**src/rtl/keypad_scan_debounce_if.sv**
```systemverilog
// Keypad pin and key-event bundle between the matrix scanner and the entry logic.
// The slave side is the scanner; the master side is whoever drives the rows and consumes key events.
interface keypad_scan_debounce_if #(
  parameter int ROWS  = 4,
  parameter int COLS  = 4,
  parameter int CNT_W = 8
);
  logic [ROWS-1:0]  fil;
  logic [COLS-1:0]  col;
  logic [3:0]       tecla;
  logic             tipo;
  logic             tecla_valid;
  logic             tecla_held;
  logic [CNT_W-1:0] pulsacion;

  modport master (
    output fil,
    input  col, tecla, tipo, tecla_valid, tecla_held, pulsacion
  );

  modport slave (
    input  fil,
    output col, tecla, tipo, tecla_valid, tecla_held, pulsacion
  );
endinterface

```
**src/rtl/keypad_scan_debounce.sv**
```systemverilog
// Column-scanning keypad reader: whole-sweep debounce, ghost rejection and one registered event per press.
// Row and column geometry, dwell time and debounce depth are parameters.
module keypad_scan_debounce #(
  parameter int ROWS      = 4,
  parameter int COLS      = 4,
  parameter int SCAN_DIV  = 1000,
  parameter int DEB_SCANS = 6,
  parameter int CNT_W     = 8
) (
  input  logic                  clk,
  input  logic                  rst_n,
  keypad_scan_debounce_if.slave kp
);

  localparam int DIV_W  = (SCAN_DIV > 1) ? $clog2(SCAN_DIV) : 1;
  localparam int CIDX_W = (COLS > 1) ? $clog2(COLS) : 1;
  localparam int RIDX_W = (ROWS > 1) ? $clog2(ROWS) : 1;
  localparam int DEB_W  = $clog2(DEB_SCANS + 1);

  // Index is row*4+col with row 0 on the fil MSB; FUNC_MASK marks the function keys.
  localparam logic [3:0] KEY_LUT [16] = '{
    4'd1,  4'd2, 4'd3, 4'd0,
    4'd4,  4'd5, 4'd6, 4'd1,
    4'd7,  4'd8, 4'd9, 4'd2,
    4'd10, 4'd0, 4'd6, 4'd3
  };
  localparam logic [15:0] FUNC_MASK = 16'b1101_1000_1000_1000;

  typedef enum logic [1:0] {IDLE, DEBOUNCE, HELD, RELEASE} state_t;

  logic [ROWS-1:0]   fil_s1_q, fil_s1_d, fil_s2_q, fil_s2_d;
  logic [DIV_W-1:0]  div_q, div_d;
  logic [CIDX_W-1:0] cidx_q, cidx_d;
  logic [COLS-1:0]   col_q, col_d;
  logic              acc_any_q, acc_any_d, acc_multi_q, acc_multi_d;
  logic [RIDX_W-1:0] acc_row_q, acc_row_d;
  logic [CIDX_W-1:0] acc_col_q, acc_col_d;
  state_t            state_q, state_d;
  logic [RIDX_W-1:0] cand_row_q, cand_row_d;
  logic [CIDX_W-1:0] cand_col_q, cand_col_d;
  logic [DEB_W-1:0]  cnt_q, cnt_d;
  logic [3:0]        tecla_q, tecla_d;
  logic              tipo_q, tipo_d, valid_q, valid_d, held_q, held_d;
  logic [CNT_W-1:0]  puls_q, puls_d;

  logic              last_dwell, sweep_end, hit_any, hit_many;
  logic              m_any, m_multi, res_none, res_single, same_key, accept;
  logic [RIDX_W-1:0] hit_row, m_row;
  logic [CIDX_W-1:0] m_col;
  logic [4:0]        dec;

  function automatic logic [4:0] decode_key(input logic [RIDX_W-1:0] r,
                                            input logic [CIDX_W-1:0] c);
    int         lin;
    logic [3:0] t;
    logic       digit;
    lin   = int'(r) * COLS + int'(c);
    t     = lin[3:0];
    digit = 1'b1;
    if (ROWS == 4 && COLS == 4) begin
      t     = KEY_LUT[lin[3:0]];
      digit = ~FUNC_MASK[lin[3:0]];
    end
    return {digit, t};
  endfunction

  always_comb begin
    fil_s1_d   = kp.fil;
    fil_s2_d   = fil_s1_q;
    last_dwell = (div_q == DIV_W'(SCAN_DIV - 1));
    sweep_end  = last_dwell && (cidx_q == CIDX_W'(COLS - 1));
    div_d      = last_dwell ? '0 : div_q + DIV_W'(1);
    cidx_d     = cidx_q;
    col_d      = col_q;
    if (last_dwell) begin
      cidx_d = (cidx_q == CIDX_W'(COLS - 1)) ? '0 : cidx_q + CIDX_W'(1);
      col_d  = {col_q[0], col_q[COLS-1:1]};
    end

    // Classify this column's sample, then fold it into the running sweep summary.
    hit_any  = 1'b0;
    hit_many = 1'b0;
    hit_row  = '0;
    for (int i = 0; i < ROWS; i++) begin
      if (fil_s2_q[i]) begin
        if (hit_any) hit_many = 1'b1;
        hit_any = 1'b1;
        hit_row = RIDX_W'(ROWS - 1 - i);
      end
    end
    m_any      = acc_any_q | hit_any;
    m_multi    = acc_multi_q | hit_many | (hit_any & acc_any_q);
    m_row      = hit_any ? hit_row : acc_row_q;
    m_col      = hit_any ? cidx_q : acc_col_q;
    res_none   = ~m_any;
    res_single = m_any & ~m_multi;
    same_key   = (m_row == cand_row_q) && (m_col == cand_col_q);
    dec        = decode_key(m_row, m_col);

    acc_any_d   = acc_any_q;
    acc_multi_d = acc_multi_q;
    acc_row_d   = acc_row_q;
    acc_col_d   = acc_col_q;
    if (last_dwell) begin
      acc_any_d   = sweep_end ? 1'b0 : m_any;
      acc_multi_d = sweep_end ? 1'b0 : m_multi;
      acc_row_d   = sweep_end ? '0 : m_row;
      acc_col_d   = sweep_end ? '0 : m_col;
    end

    state_d    = state_q;
    cand_row_d = cand_row_q;
    cand_col_d = cand_col_q;
    cnt_d      = cnt_q;
    tecla_d    = tecla_q;
    tipo_d     = tipo_q;
    valid_d    = 1'b0;
    held_d     = held_q;
    puls_d     = puls_q;
    accept     = 1'b0;

    // The FSM only moves on sweep boundaries; cnt_q serves as both debounce and release counter.
    if (sweep_end) begin
      unique case (state_q)
        IDLE: begin
          if (res_single) begin
            cand_row_d = m_row;
            cand_col_d = m_col;
            if (DEB_SCANS == 1) accept = 1'b1;
            else begin
              state_d = DEBOUNCE;
              cnt_d   = DEB_W'(1);
            end
          end
        end
        DEBOUNCE: begin
          if (res_single && same_key) begin
            if (cnt_q == DEB_W'(DEB_SCANS - 1)) accept = 1'b1;
            else cnt_d = cnt_q + DEB_W'(1);
          end else if (res_single) begin
            cand_row_d = m_row;
            cand_col_d = m_col;
            cnt_d      = DEB_W'(1);
          end else begin
            state_d = IDLE;
          end
        end
        HELD: begin
          if (res_none) begin
            if (DEB_SCANS == 1) begin
              state_d = IDLE;
              held_d  = 1'b0;
            end else begin
              state_d = RELEASE;
              cnt_d   = DEB_W'(1);
            end
          end
        end
        RELEASE: begin
          if (!res_none) state_d = HELD;
          else if (cnt_q == DEB_W'(DEB_SCANS - 1)) begin
            state_d = IDLE;
            held_d  = 1'b0;
          end else cnt_d = cnt_q + DEB_W'(1);
        end
        default: state_d = IDLE;
      endcase
    end

    if (accept) begin
      state_d = HELD;
      tecla_d = dec[3:0];
      tipo_d  = dec[4];
      valid_d = 1'b1;
      held_d  = 1'b1;
      puls_d  = puls_q + CNT_W'(1);
    end
  end

  always_ff @(posedge clk or negedge rst_n) begin
    if (!rst_n) begin
      fil_s1_q    <= '0;
      fil_s2_q    <= '0;
      div_q       <= '0;
      cidx_q      <= '0;
      col_q       <= {1'b1, {(COLS-1){1'b0}}};
      acc_any_q   <= 1'b0;
      acc_multi_q <= 1'b0;
      acc_row_q   <= '0;
      acc_col_q   <= '0;
      state_q     <= IDLE;
      cand_row_q  <= '0;
      cand_col_q  <= '0;
      cnt_q       <= '0;
      tecla_q     <= '0;
      tipo_q      <= 1'b0;
      valid_q     <= 1'b0;
      held_q      <= 1'b0;
      puls_q      <= '0;
    end else begin
      fil_s1_q    <= fil_s1_d;
      fil_s2_q    <= fil_s2_d;
      div_q       <= div_d;
      cidx_q      <= cidx_d;
      col_q       <= col_d;
      acc_any_q   <= acc_any_d;
      acc_multi_q <= acc_multi_d;
      acc_row_q   <= acc_row_d;
      acc_col_q   <= acc_col_d;
      state_q     <= state_d;
      cand_row_q  <= cand_row_d;
      cand_col_q  <= cand_col_d;
      cnt_q       <= cnt_d;
      tecla_q     <= tecla_d;
      tipo_q      <= tipo_d;
      valid_q     <= valid_d;
      held_q      <= held_d;
      puls_q      <= puls_d;
    end
  end

  assign kp.col         = col_q;
  assign kp.tecla       = tecla_q;
  assign kp.tipo        = tipo_q;
  assign kp.tecla_valid = valid_q;
  assign kp.tecla_held  = held_q;
  assign kp.pulsacion   = puls_q;

endmodule
```
**src/flat_wrapper.sv**
```systemverilog
// flat-port wrapper written by rule: the top's interface ports become plain ports
module keypad_scan_debounce_flat 
#(
  parameter int ROWS      = 4,
  parameter int COLS      = 4,
  parameter int SCAN_DIV  = 1000,
  parameter int DEB_SCANS = 6,
  parameter int CNT_W     = 8
)
  (clk, rst_n, kp_fil, kp_col, kp_tecla, kp_tipo, kp_tecla_valid, kp_tecla_held, kp_pulsacion);
  keypad_scan_debounce_if #(.ROWS(ROWS), .COLS(COLS), .CNT_W(CNT_W)) kp_i ();
  input  logic clk;
  input  logic rst_n;
  input wire logic [$bits(kp_i.fil)-1:0] kp_fil;
  output wire logic [$bits(kp_i.col)-1:0] kp_col;
  output wire logic [$bits(kp_i.tecla)-1:0] kp_tecla;
  output wire logic [$bits(kp_i.tipo)-1:0] kp_tipo;
  output wire logic [$bits(kp_i.tecla_valid)-1:0] kp_tecla_valid;
  output wire logic [$bits(kp_i.tecla_held)-1:0] kp_tecla_held;
  output wire logic [$bits(kp_i.pulsacion)-1:0] kp_pulsacion;
  assign kp_i.fil = kp_fil;
  assign kp_col = kp_i.col;
  assign kp_tecla = kp_i.tecla;
  assign kp_tipo = kp_i.tipo;
  assign kp_tecla_valid = kp_i.tecla_valid;
  assign kp_tecla_held = kp_i.tecla_held;
  assign kp_pulsacion = kp_i.pulsacion;
  keypad_scan_debounce #(.ROWS(ROWS), .COLS(COLS), .SCAN_DIV(SCAN_DIV), .DEB_SCANS(DEB_SCANS), .CNT_W(CNT_W)) u_core (.clk(clk), .rst_n(rst_n), .kp(kp_i));
endmodule
```
**config.mk**
```make
export PLATFORM = sky130hd
export DESIGN_NAME = keypad_scan_debounce_flat
export DESIGN_NICKNAME = d
export VERILOG_FILES = /design/src/rtl/keypad_scan_debounce_if.sv /design/src/rtl/keypad_scan_debounce.sv /design/src/flat_wrapper.sv
export SDC_FILE = /design/constraint.sdc
export NUM_CORES = 1
export LEC_CHECK = 0
export ABC_CLOCK_PERIOD_IN_PS = 3700
export CORE_ASPECT_RATIO = 1.75
export CORE_MARGIN = 5
export CORE_UTILIZATION = 45
export CTS_BUF_LIST = sky130_fd_sc_hd__clkbuf_8
export DETAILED_ROUTE_END_ITERATION = 10
export PLACE_DENSITY = 0.66
export SETUP_SLACK_MARGIN = 0.5
export SLEW_MARGIN = 40
export SYNTH_ARGS = -nofsm -noshare
export SYNTH_HDL_FRONTEND = slang
export SYNTH_SLANG_ARGS = --single-unit
```
**constraint.sdc**
```tcl
create_clock -name clk -period 3.7 [get_ports clk]
set_input_delay 1.11 -clock clk [delete_from_list [all_inputs] [get_ports clk]]
set_output_delay 1.11 -clock clk [all_outputs]
set_load 0.005 [all_outputs]
```
==> results of run 1 <==
-- worst max path at each step --
stage	to	slack, ns	cells after the start
CTS	u_core.kp.tecla[0]	0.83	7
detailed placement	u_core.kp.tecla[2]	0.87	7
finish	u_core.kp.tecla[0]	0.86	7
floorplan	u_core.kp.pulsacion[1]	1.34	10
global placement	u_core.kp.pulsacion[1]	0.93	7
global route	u_core.kp.tecla[2]	0.63	7
-- flip-flops by register name, indices dropped and copies added (netlist names) --
signal,flops
u_core.fil_s1_q,4
u_core.acc_multi_q,1
u_core.acc_row_q,2
u_core.kp.tecla,4
u_core.kp.col,4
u_core.acc_any_q,1
u_core.kp.tipo,1
u_core.cand_col_q,2
u_core.cidx_q,2
u_core.div_q,10
u_core.cnt_q,3
u_core.cand_row_q,2
u_core.fil_s2_q,4
u_core.kp.pulsacion,8
u_core.kp.tecla_valid,1
u_core.acc_col_q,2
u_core.state_q,2
u_core.kp.tecla_held,1
-- power by group through the flow --
stage	registers [uW]	clock network [uW]	logic [uW]
6_report	602	392	47.8
5_1_grt	603	433	54.1
4_1_cts	602	405	49.3
3_5_place_dp	614	0	49.3
3_3_place_gp	613	0	48.3
2_1_floorplan	608	0	32.9
-- metrics by stage --
stage          std cells  util, %  instance area (sq um)
6_report             367    52.22                   3178
5_1_grt              367    52.22                   3178
4_1_cts              367    52.22                   3178
3_5_place_dp         359    50.37                   3065
3_3_place_gp         359    50.33                   3063
2_1_floorplan        264        -                   2776
-- metal layers --
layer	part of all wire, %	vias up	wire [um]
met5	0	-	0
met4	1.7	0	91
met3	3.6	7	190
met2	57	33	3019
met1	37	956	1964
li1	-	966	-
-- cells in the mapped netlist (all sizes together) (2+ instances only) --
master / count / area share (%)
or3: 3 / 0.68
o211ai: 2 / 0.54
a21oi: 6 / 1.1
o31ai: 5 / 1.8
nand4: 4 / 0.90
nor3b: 2 / 0.72
and3: 6 / 1.4
mux2i: 3 / 1.1
xor2: 6 / 1.9
a221oi: 2 / 0.63
nand2: 34 / 4.6
nand3: 11 / 2.4
nand3b: 2 / 0.54
nor4: 4 / 1.7
dfrtp: 53 / 48
inv: 10 / 1.4
buf: 6 / 1.6
and2: 5 / 1.1
o21ai: 15 / 2.8
xnor2: 12 / 3.8
mux2: 9 / 4.3
clkbuf: 5 / 0.68
nor3: 5 / 0.90
ha: 9 / 4.1
nor2: 22 / 3.0
nor2b: 3 / 0.68
-- area by class of cell --
class / count / share of cell area (%)
clock buffer: 5 / 2.165
clock inverter: 3 / 1.378
inverter: 10 / 1.181
multi-input combinational: 189 / 41.61
sequential: 54 / 42.56
tap: 80 / 3.150
timing repair buffer: 26 / 7.953
-- critical path: stages, from the launching register on --
cell,delay [ns]
dfrtp_1,0.54
nor4_4,0.52
o21ai_2,0.16
inv_2,0.14
o221ai_2,0.13
nor4b_4,0.61
nand3_4,0.27
mux2_4,0.36
-- cell families (layout without fill, tap and decap cells) --
logic type	Yosys count	in the layout	synth area share [%]
compound gates	44	44	11.90
xor+xnor	18	18	5.678
fa+ha+maj	10	10	4.416
buf+inv	21	44	3.650
flops	54	54	48.72
mux	12	12	5.408
simple gates	105	105	20.23
==> results.py, run 1 <==
metrics = {
    "drt": {
        "drt_wl_total_um": 5266,
        "dr.pass1.iters": 4,
        "dr.first_iter.drc_count": 115,
        "wl_per_cell_um": 14.35,
        "via_per_inst": 5.346,
        "vias": 1962,
        "drt.antenna.violating_nets": 0,
        "post-route-drc-count": 0,
    },
    "run_status": {
        "status": "completed",
    },
    "floorplan": {
        "initial_core_util_pct": 45.62,
        "core_area_sq_um": 6086,
        "fp-row-count": 38,
        "die_w_um": 69.38,
        "die_area_sq_um": 7903,
        "io_pins": 25,
        "die_height_um": 113.9,
    },
    "logic_synthesis": {
        "syn_area_sq_um": 2776,
        "syn_avg_cell_area_sq_um": 10.52,
        "syn_nets": 279,
        "synthArstFlopShare_pct": 100.0,
        "synth_seq_cells": 54,
        "syn_inst": 264,
        "synth-edff-count": 0,
        "ys_seq_area_share_pct": 48.72,
        "synthFlopType": "dfrtp_1",
        "synth_cell_types": 56,
        "synth_warnings": 0,
    },
    "clock_tree": {
        "clockBufferDepth": 2,
        "clkTransAtPathRegs_ns": 0.09,
        "cts-root-buf": "clkbuf_8",
        "h-tree-depth": 2,
        "cts_tree": "done",
        "insertion_delay_ns": 0.30,
        "cts_made_buffers": 5,
        "cts_setup_buffers": 0,
        "clkSinkCount": 54,
        "cts_hold_buf": 0,
        "postCtsResizedCells": 0,
    },
    "global_route": {
        "grt_pass1_wl_um": 9052,
        "overflow": 0,
        "gr-usage-met1_pct": 14.59,
        "antenna_found_initial": 0,
        "grtUsageMet3_pct": 3.086,
        "grt.busiest_layer": "met2",
        "grt_util_met2_pct": 28.13,
        "grt_pass1_vias": 1939,
        "grt_max_degree": 46,
        "grt_usage_pct": 14.28,
    },
    "critical_path": {
        "crit_required_ns": 3.89,
        "cp-start-kind": "register",
        "startpoint": "u_core.fil_s2_q[0]",
        "regToRegSetupSlack_ns": 0.86,
        "crit_fanout": 11,
        "r2r_cells": 7,
        "crit_path_end_kind": "register",
        "timing.rr.end": "u_core.kp.tecla[0]",
        "path_class": "reg2reg",
        "regToRegStartpoint": "u_core.fil_s2_q[0]",
        "cp.arrival_ns": 3.03,
    },
    "timing": {
        "slew_viol_final": 0,
        "finalCriticalPeriod_ns": 2.842,
        "slew_headroom_pct": 54.09,
        "setup_tns_ns": 0,
        "worst_slack_ns": 0.8578,
        "worst_pin_slew_ns": 0.6857,
        "min_period_over_period_pct": 76.82,
        "fin_hold_ws_ns": 0.3559,
        "setup_viol": 0,
        "fmax_mhz": 351.8,
        "timing_hold_violations_final": 0,
        "skew_ns": 0.005609,
        "rsz0062_at_grt": "no",
    },
    "power": {
        "swShare_pct": 21.73,
        "seq_power_share_pct": 57.8,
        "p_int_uw": 815.5,
        "p_sw_uw": 226.5,
        "p_per_area_nw_per_um2": 327.9,
        "leakage_uw": 0.001387,
        "clkPwrFrac_pct": 37.6,
        "ir_drop_mv": 0.1874,
        "comb_power_share_pct": 4.6,
        "finalPower_uw": 1042,
    },
    "final_layout": {
        "fillers": 606,
        "drive_gt1_share_pct": 11.15,
        "final_common_cell": "dfrtp_1",
        "regArea_sq_um": 1353,
        "syn_to_final_growth_pct": 14.47,
        "multi_input_area_sq_um": 1323,
        "final_cell_mix": "dfrtp_1, nand2_1, clkdlybuf4s50_1, nor2_1, o21ai_0",
        "layout.nets": 301,
        "antennaDiodeCount": 0,
    },
    "hold_path": {
        "hold_class": "reg2reg",
        "min-delay-start": "u_core.fil_s1_q[3]",
        "min_to": "u_core.fil_s2_q[3]",
        "min_path_cells": 0,
    },
    "place": {
        "io_buffer_count": 24,
        "gp_routability_congestion": 0.8141,
        "dp_hpwl_um": 3999,
        "dp_worst_setup_slack_ns": 0.8676,
    },
    "flow_run": {
        "max_cap_viol_count": 0,
    },
}
Note: power is estimated with default switching activity, not from simulation.
==> run 2: changes to the inputs <==
--- a/config.mk
+++ b/config.mk
@@ -5,7 +5,7 @@
 export SDC_FILE = /design/constraint.sdc
 export NUM_CORES = 1
 export LEC_CHECK = 0
-export ABC_CLOCK_PERIOD_IN_PS = 3700
+export ABC_CLOCK_PERIOD_IN_PS = 2900
 export CORE_ASPECT_RATIO = 1.75
 export CORE_MARGIN = 5
 export CORE_UTILIZATION = 45
==> constraint.sdc (replaced) <==
create_clock -name clk -period 2.9 [get_ports clk]
set_input_delay 0.87 -clock clk [delete_from_list [all_inputs] [get_ports clk]]
set_output_delay 0.87 -clock clk [all_outputs]
set_load 0.005 [all_outputs]
==> run 2 against run 1 <==
Against the previous run:
- critical path type unchanged
- global-route usage grew 0.28 points
- sequential cell count is the same
- fmax grew 18%
- highest routed layer unchanged
- sequential power grew 27%
==> results.py, run 2 (synthesis gave the netlist of run 1 again) <==
metrics = {
    "final_layout": {
        "multi_input_area_sq_um": 1396,
        "syn_to_final_growth_pct": 22.71,
        "regArea_sq_um": 1356,
        "drive_gt1_share_pct": 21.04,
        "layout.nets": 323,
        "final_cell_mix": "dfrtp_1, nand2_1, clkdlybuf4s50_1, nor2_1, buf_4",
        "regMostFlops": "u_core.div_q",
        "largest_register_ffs": 10,
        "antennaDiodeCount": 0,
        "final_common_cell": "dfrtp_1",
        "fillers": 566,
    },
    "global_route": {
        "grt_util_met2_pct": 26.15,
        "grt_max_degree": 55,
        "overflow": 0,
        "gr-usage-met1_pct": 17.04,
        "grt_usage_pct": 14.56,
        "antenna_found_initial": 0,
        "grt.busiest_layer": "met2",
        "grt_pass1_wl_um": 9363,
        "grtUsageMet3_pct": 2.557,
        "grt_pass1_vias": 1906,
    },
    "critical_path": {
        "cp-start-kind": "register",
        "crit_fanout": 9,
        "path_class": "reg2reg",
        "crit_path_end_kind": "register",
        "cp.arrival_ns": 2.61,
        "crit_required_ns": 3.10,
    },
    "drt": {
        "via_per_inst": 5.229,
        "post-route-drc-count": 0,
        "dr.first_iter.drc_count": 127,
        "drt.antenna.violating_nets": 0,
        "vias": 2034,
        "dr.pass1.iters": 4,
        "wl_per_cell_um": 14.76,
        "drt_wl_total_um": 5740,
    },
    "floorplan": {
        "fp-row-count": 38,
        "die_w_um": 69.38,
        "core_area_sq_um": 6086,
        "die_area_sq_um": 7903,
        "die_height_um": 113.9,
        "io_pins": 25,
        "initial_core_util_pct": 45.62,
    },
    "timing": {
        "fmax_mhz": 414.8,
        "timing_hold_violations_final": 0,
        "slew_headroom_pct": 54.16,
        "skew_ns": 0.006283,
        "setup_tns_ns": 0,
        "fin_hold_ws_ns": 0.3551,
        "min_period_over_period_pct": 83.14,
        "worst_pin_slew_ns": 0.6876,
        "finalCriticalPeriod_ns": 2.411,
        "rsz0062_at_grt": "yes",
        "setup_viol": 0,
        "slew_viol_final": 0,
    },
    "clock_tree": {
        "clkTransAtPathRegs_ns": 0.10,
        "cts_hold_buf": 0,
        "clkSinkCount": 54,
        "cts_tree": "done",
        "h-tree-depth": 2,
        "insertion_delay_ns": 0.31,
        "cts_made_buffers": 5,
        "cts-root-buf": "clkbuf_8",
        "clockBufferDepth": 2,
    },
    "power": {
        "p_per_area_nw_per_um2": 368.5,
        "ir_drop_mv": 0.2556,
        "finalPower_uw": 1255,
        "leakage_uw": 0.001496,
    },
    "run_status": {
        "status": "completed",
    },
    "flow_run": {
        "max_cap_viol_count": 0,
    },
    "place": {
        "io_buffer_count": 24,
        "gp_routability_congestion": 0.8270,
        "dp_hpwl_um": 3800,
    },
    "hold_path": {
        "hold_class": "reg2reg",
    },
}
run 2: cell type report:
type	instances	share of cell area [%]
Timing Repair Buffer	48	12.71
Sequential cell	54	39.81
Clock buffer	5	2.020
Clock inverter	3	0.4407
Tap cell	80	2.938
Inverter	10	1.102
Multi-Input combinational cell	189	40.98
run 2: power by group:
part	internal (uW)	total, uW	switching, uW	leakage (uW)
clock	165	408	243	0.0000467
sequential	758	765	6.71	0.000715
combinational	35.3	82.4	47.0	0.000734
total	958	1260	297	0.00150
run 2: final timing paths:
kind	start	endpoint	slack [ns]	depth (start not counted)
setup / recovery	u_core.fil_s2_q[0]	u_core.cnt_q[0]	0.49	9
hold / removal	u_core.fil_s1_q[3]	u_core.fil_s2_q[3]	0.36	0
setup reg to reg	u_core.fil_s2_q[0]	u_core.cnt_q[0]	0.49	9
hold reg to reg	u_core.fil_s1_q[3]	u_core.fil_s2_q[3]	0.36	0
max in group asynchronous	rst_n	u_core.fil_s2_q[3]	1.72	2
min in group asynchronous	rst_n	u_core.cnt_q[1]	0.68	2
run 2: critical path, stage by stage, from the launching register on:
cell      delay (ns)
dfrtp_2         0.45
nor4_4          0.28
buf_6           0.17
mux2i_4         0.26
o221ai_4        0.14
nor4b_4         0.34
buf_4           0.18
buf_6           0.12
a31oi_2         0.13
o22a_1          0.22
run 2: per-layer routing:
metal | wire length [um] | part of all wire (%) | vias up
met5 | 0 | 0 | -
met4 | 91 | 1.6 | 0
met3 | 149 | 2.6 | 9
met2 | 3130 | 55 | 24
met1 | 2368 | 41 | 992
li1 | - | - | 1009
run 2: repair_timing:
item / 4_1_cts / 5_1_grt
resized for setup: 3 / 17
buffers inserted: 3 / 15
pin swaps: 2 / 5
hold endpoints to repair: 0 / 0
setup endpoints to repair: 19 / 18
run 2: per-stage QoR:
step / instance area, sq um / utilization [%] / worst slack [ns] / cells
global placement: 3093 / 50.82 / 0.3994 / 363
global route: 3407 / 55.98 / 0.3934 / 389
CTS: 3203 / 52.63 / 0.5034 / 374
floorplan: 2776 / - / 0.5420 / 264
finish: 3407 / 55.98 / 0.4891 / 389
detailed placement: 3093 / 50.82 / 0.3230 / 363
==> run 3: changes to the inputs <==
--- a/config.mk
+++ b/config.mk
@@ -5,13 +5,13 @@
 export SDC_FILE = /design/constraint.sdc
 export NUM_CORES = 1
 export LEC_CHECK = 0
-export ABC_CLOCK_PERIOD_IN_PS = 2900
+export ABC_CLOCK_PERIOD_IN_PS = 2200
 export CORE_ASPECT_RATIO = 1.75
 export CORE_MARGIN = 5
 export CORE_UTILIZATION = 45
 export CTS_BUF_LIST = sky130_fd_sc_hd__clkbuf_8
 export DETAILED_ROUTE_END_ITERATION = 10
-export PLACE_DENSITY = 0.66
+export PLACE_DENSITY = 0.68
 export SETUP_SLACK_MARGIN = 0.5
 export SLEW_MARGIN = 40
 export SYNTH_ARGS = -nofsm -noshare
==> constraint.sdc (replaced) <==
create_clock -name clk -period 2.2 [get_ports clk]
set_input_delay 0.66 -clock clk [delete_from_list [all_inputs] [get_ports clk]]
set_output_delay 0.66 -clock clk [all_outputs]
set_load 0.005 [all_outputs]
==> run 3 against run 2 <==
Against the previous run:
- the flow now finishes with violations (setup timing)
- utilization is 4.8 points higher
- final area up 8.5%
- global-route usage up 1.4 points
- setup slack worse by 0.59 ns
- sequential power up 31%
- sequential share of layout area fell by 3.2 points
- critical path depth is 2 lower
- clock power rose by 49%
- sequential cell count stayed put
- first-iteration DRC count grew 0.79%
- wire length rose by 5.5%
- largest cell class unchanged
==> results.py, run 3 (synthesis gave the netlist of run 1 again) <==
metrics = {
    "drt": {
        "dr.pass1.iters": 4,
        "post-route-drc-count": 0,
        "drt.antenna.violating_nets": 0,
        "via_per_inst": 5.254,
        "dr.first_iter.drc_count": 128,
        "vias": 2191,
        "drt_wl_total_um": 6055,
        "wl_per_cell_um": 14.52,
    },
    "clock_tree": {
        "insertion_delay_ns": 0.30,
        "clkTransAtPathRegs_ns": 0.10,
        "cts-root-buf": "clkbuf_8",
        "h-tree-depth": 2,
        "cts_made_buffers": 5,
        "cts_tree": "done",
        "clockBufferDepth": 2,
        "clkSinkCount": 54,
    },
    "place": {
        "placed_area_sq_um": 3267,
        "io_buffer_count": 24,
        "dp_worst_setup_slack_ns": -0.04271,
        "dp_hpwl_um": 4104,
        "gp_routability_congestion": 0.7605,
    },
    "critical_path": {
        "cp_cell_sequence": "nor4_4 > buf_6 > mux2i_4 > o221ai_4 > nor4b_4 > nand3_4 > mux2_4",
        "crit_path_end_kind": "register",
        "regToRegSetupSlack_ns": -0.10,
        "crit_fanout": 10,
        "path_delay_family": "simple AND/OR/NAND/NOR gates",
        "cp.arrival_ns": 2.50,
        "crit_required_ns": 2.40,
        "path_class": "reg2reg",
        "worst_path_max_delay_cell": "dfrtp_1",
        "critPathBufInv": 1,
        "cpPeakStageDelay_ns": 0.41,
        "cp-start-kind": "register",
    },
    "timing": {
        "rsz0062_at_grt": "yes",
        "setup_tns_ns": -1.018,
        "slew_headroom_pct": 76.06,
        "worst_slack_ns": -0.1011,
        "min_period_over_period_pct": 104.6,
        "timing_hold_violations_final": 0,
        "skew_ns": 0.009468,
        "fmax_mhz": 434.6,
        "finalCriticalPeriod_ns": 2.301,
        "slew_viol_final": 0,
        "setup_viol": 15,
        "worst_pin_slew_ns": 0.3576,
    },
    "final_layout": {
        "antennaDiodeCount": 0,
        "syn_to_final_growth_pct": 33.17,
        "drive_gt1_share_pct": 31.16,
        "multi_input_area_sq_um": 1468,
        "stdcell_area_sq_um": 3697,
        "regArea_sq_um": 1354,
        "final_common_cell": "dfrtp_1",
        "largest_register_ffs": 10,
        "final_core_util_pct": 60.75,
        "fillers": 536,
        "regMostFlops": "u_core.div_q",
        "layout.nets": 351,
        "final_cell_mix": "dfrtp_1, buf_4, nand2_1, nor2_1, dlygate4sd2_1",
    },
    "power": {
        "comb_power_share_pct": 7.0,
        "seq_power_share_pct": 57.9,
        "p_per_area_nw_per_um2": 468.8,
        "leakage_uw": 0.001770,
        "p_int_uw": 1341,
        "p_sw_uw": 392.1,
        "clkPwrFrac_pct": 35.1,
        "swShare_pct": 22.62,
        "ir_drop_mv": 0.3861,
    },
    "global_route": {
        "antenna_found_initial": 0,
        "overflow": 0,
        "grt_max_degree": 55,
        "grt_pass1_wl_um": 10280,
        "grt_pass1_vias": 2300,
        "grt_usage_pct": 16.00,
    },
    "hold_path": {
        "hold_class": "in2async",
    },
    "floorplan": {
        "initial_core_util_pct": 45.62,
        "die_height_um": 113.9,
        "die_w_um": 69.38,
        "die_area_sq_um": 7903,
        "core_area_sq_um": 6086,
        "io_pins": 25,
        "fp-row-count": 38,
    },
    "run_status": {
        "violations": "setup timing",
        "status": "complete, but fails checks",
    },
    "flow_run": {
        "max_cap_viol_count": 0,
    },
}
[run 3: changes by cell type in the layout (fill, tap and decap cells not counted), sizes merged]
| cell | before | now |
|---|---|---|
| buf | 25 | 54 |
| clkbuf | 5 | 7 |
| clkdlybuf4s50 | 23 | 4 |
| clkinv | 0 | 1 |
| clkinvlp | 1 | 0 |
| dlygate4sd2 | 0 | 18 |
| inv | 12 | 10 |
[run 3: what timing repair did]
action / in CTS / in global routing
setup endpoints to repair: 53 / 34
resized for setup: 44 / 16
pin swaps: 3 / 4
buffers inserted: 20 / 6
hold buffers: 0 / 0
[run 3: routing by layer]
| layer | GRT usage, % | part of all wire, % | vias to the layer above |
|---|---|---|---|
| met4 | 5.867 | 2.0 | 0 |
| met1 | 16.31 | 36 | 1083 |
| met5 | 0 | 0 | - |
| met2 | 31.76 | 59 | 29 |
| li1 | - | - | 1068 |
| met3 | 2.734 | 2.1 | 11 |
[run 3: power by group through the flow]
stage	registers, uW	logic, uW	clock network, uW
floorplan	1020	58.2	0
global placement	1020	110	0
detailed placement	1020	113	0
CTS	1000	122	626
global route	1010	133	665
finish	1000	121	608
[run 3: path summary, 6_finish.rpt]
kind                                           end          startpoint  depth (start not counted)
worst max-delay path            u_core.kp.tecla[0]  u_core.fil_s2_q[1]                          7
worst min-delay path             u_core.state_q[1]               rst_n                          2
worst max register to register  u_core.kp.tecla[0]  u_core.fil_s2_q[1]                          7
worst min register to register  u_core.fil_s2_q[2]  u_core.fil_s1_q[2]                          0
max in group asynchronous         u_core.kp.col[3]               rst_n                          2
min in group clk                u_core.fil_s2_q[2]  u_core.fil_s1_q[2]                          0
[run 3: stage by stage]
stage	std cells	hold slack (ns)	total power [uW]
2_1_floorplan	264	0.3311	1082
3_5_place_dp	383	0.3364	1137
3_3_place_gp	383	0.3335	1134
6_report	417	0.3203	1733
4_1_cts	411	0.3456	1753
5_1_grt	417	0.3460	1804
[run 3: cell type report]
| cell class | instances | share of cell area (%) |
|---|---|---|
| Sequential cell | 54 | 36.62 |
| Tap cell | 80 | 2.707 |
| Clock inverter | 1 | 0.2369 |
| Inverter | 10 | 1.015 |
| Multi-Input combinational cell | 189 | 39.70 |
| Clock buffer | 7 | 2.606 |
| Timing Repair Buffer | 76 | 17.12 |
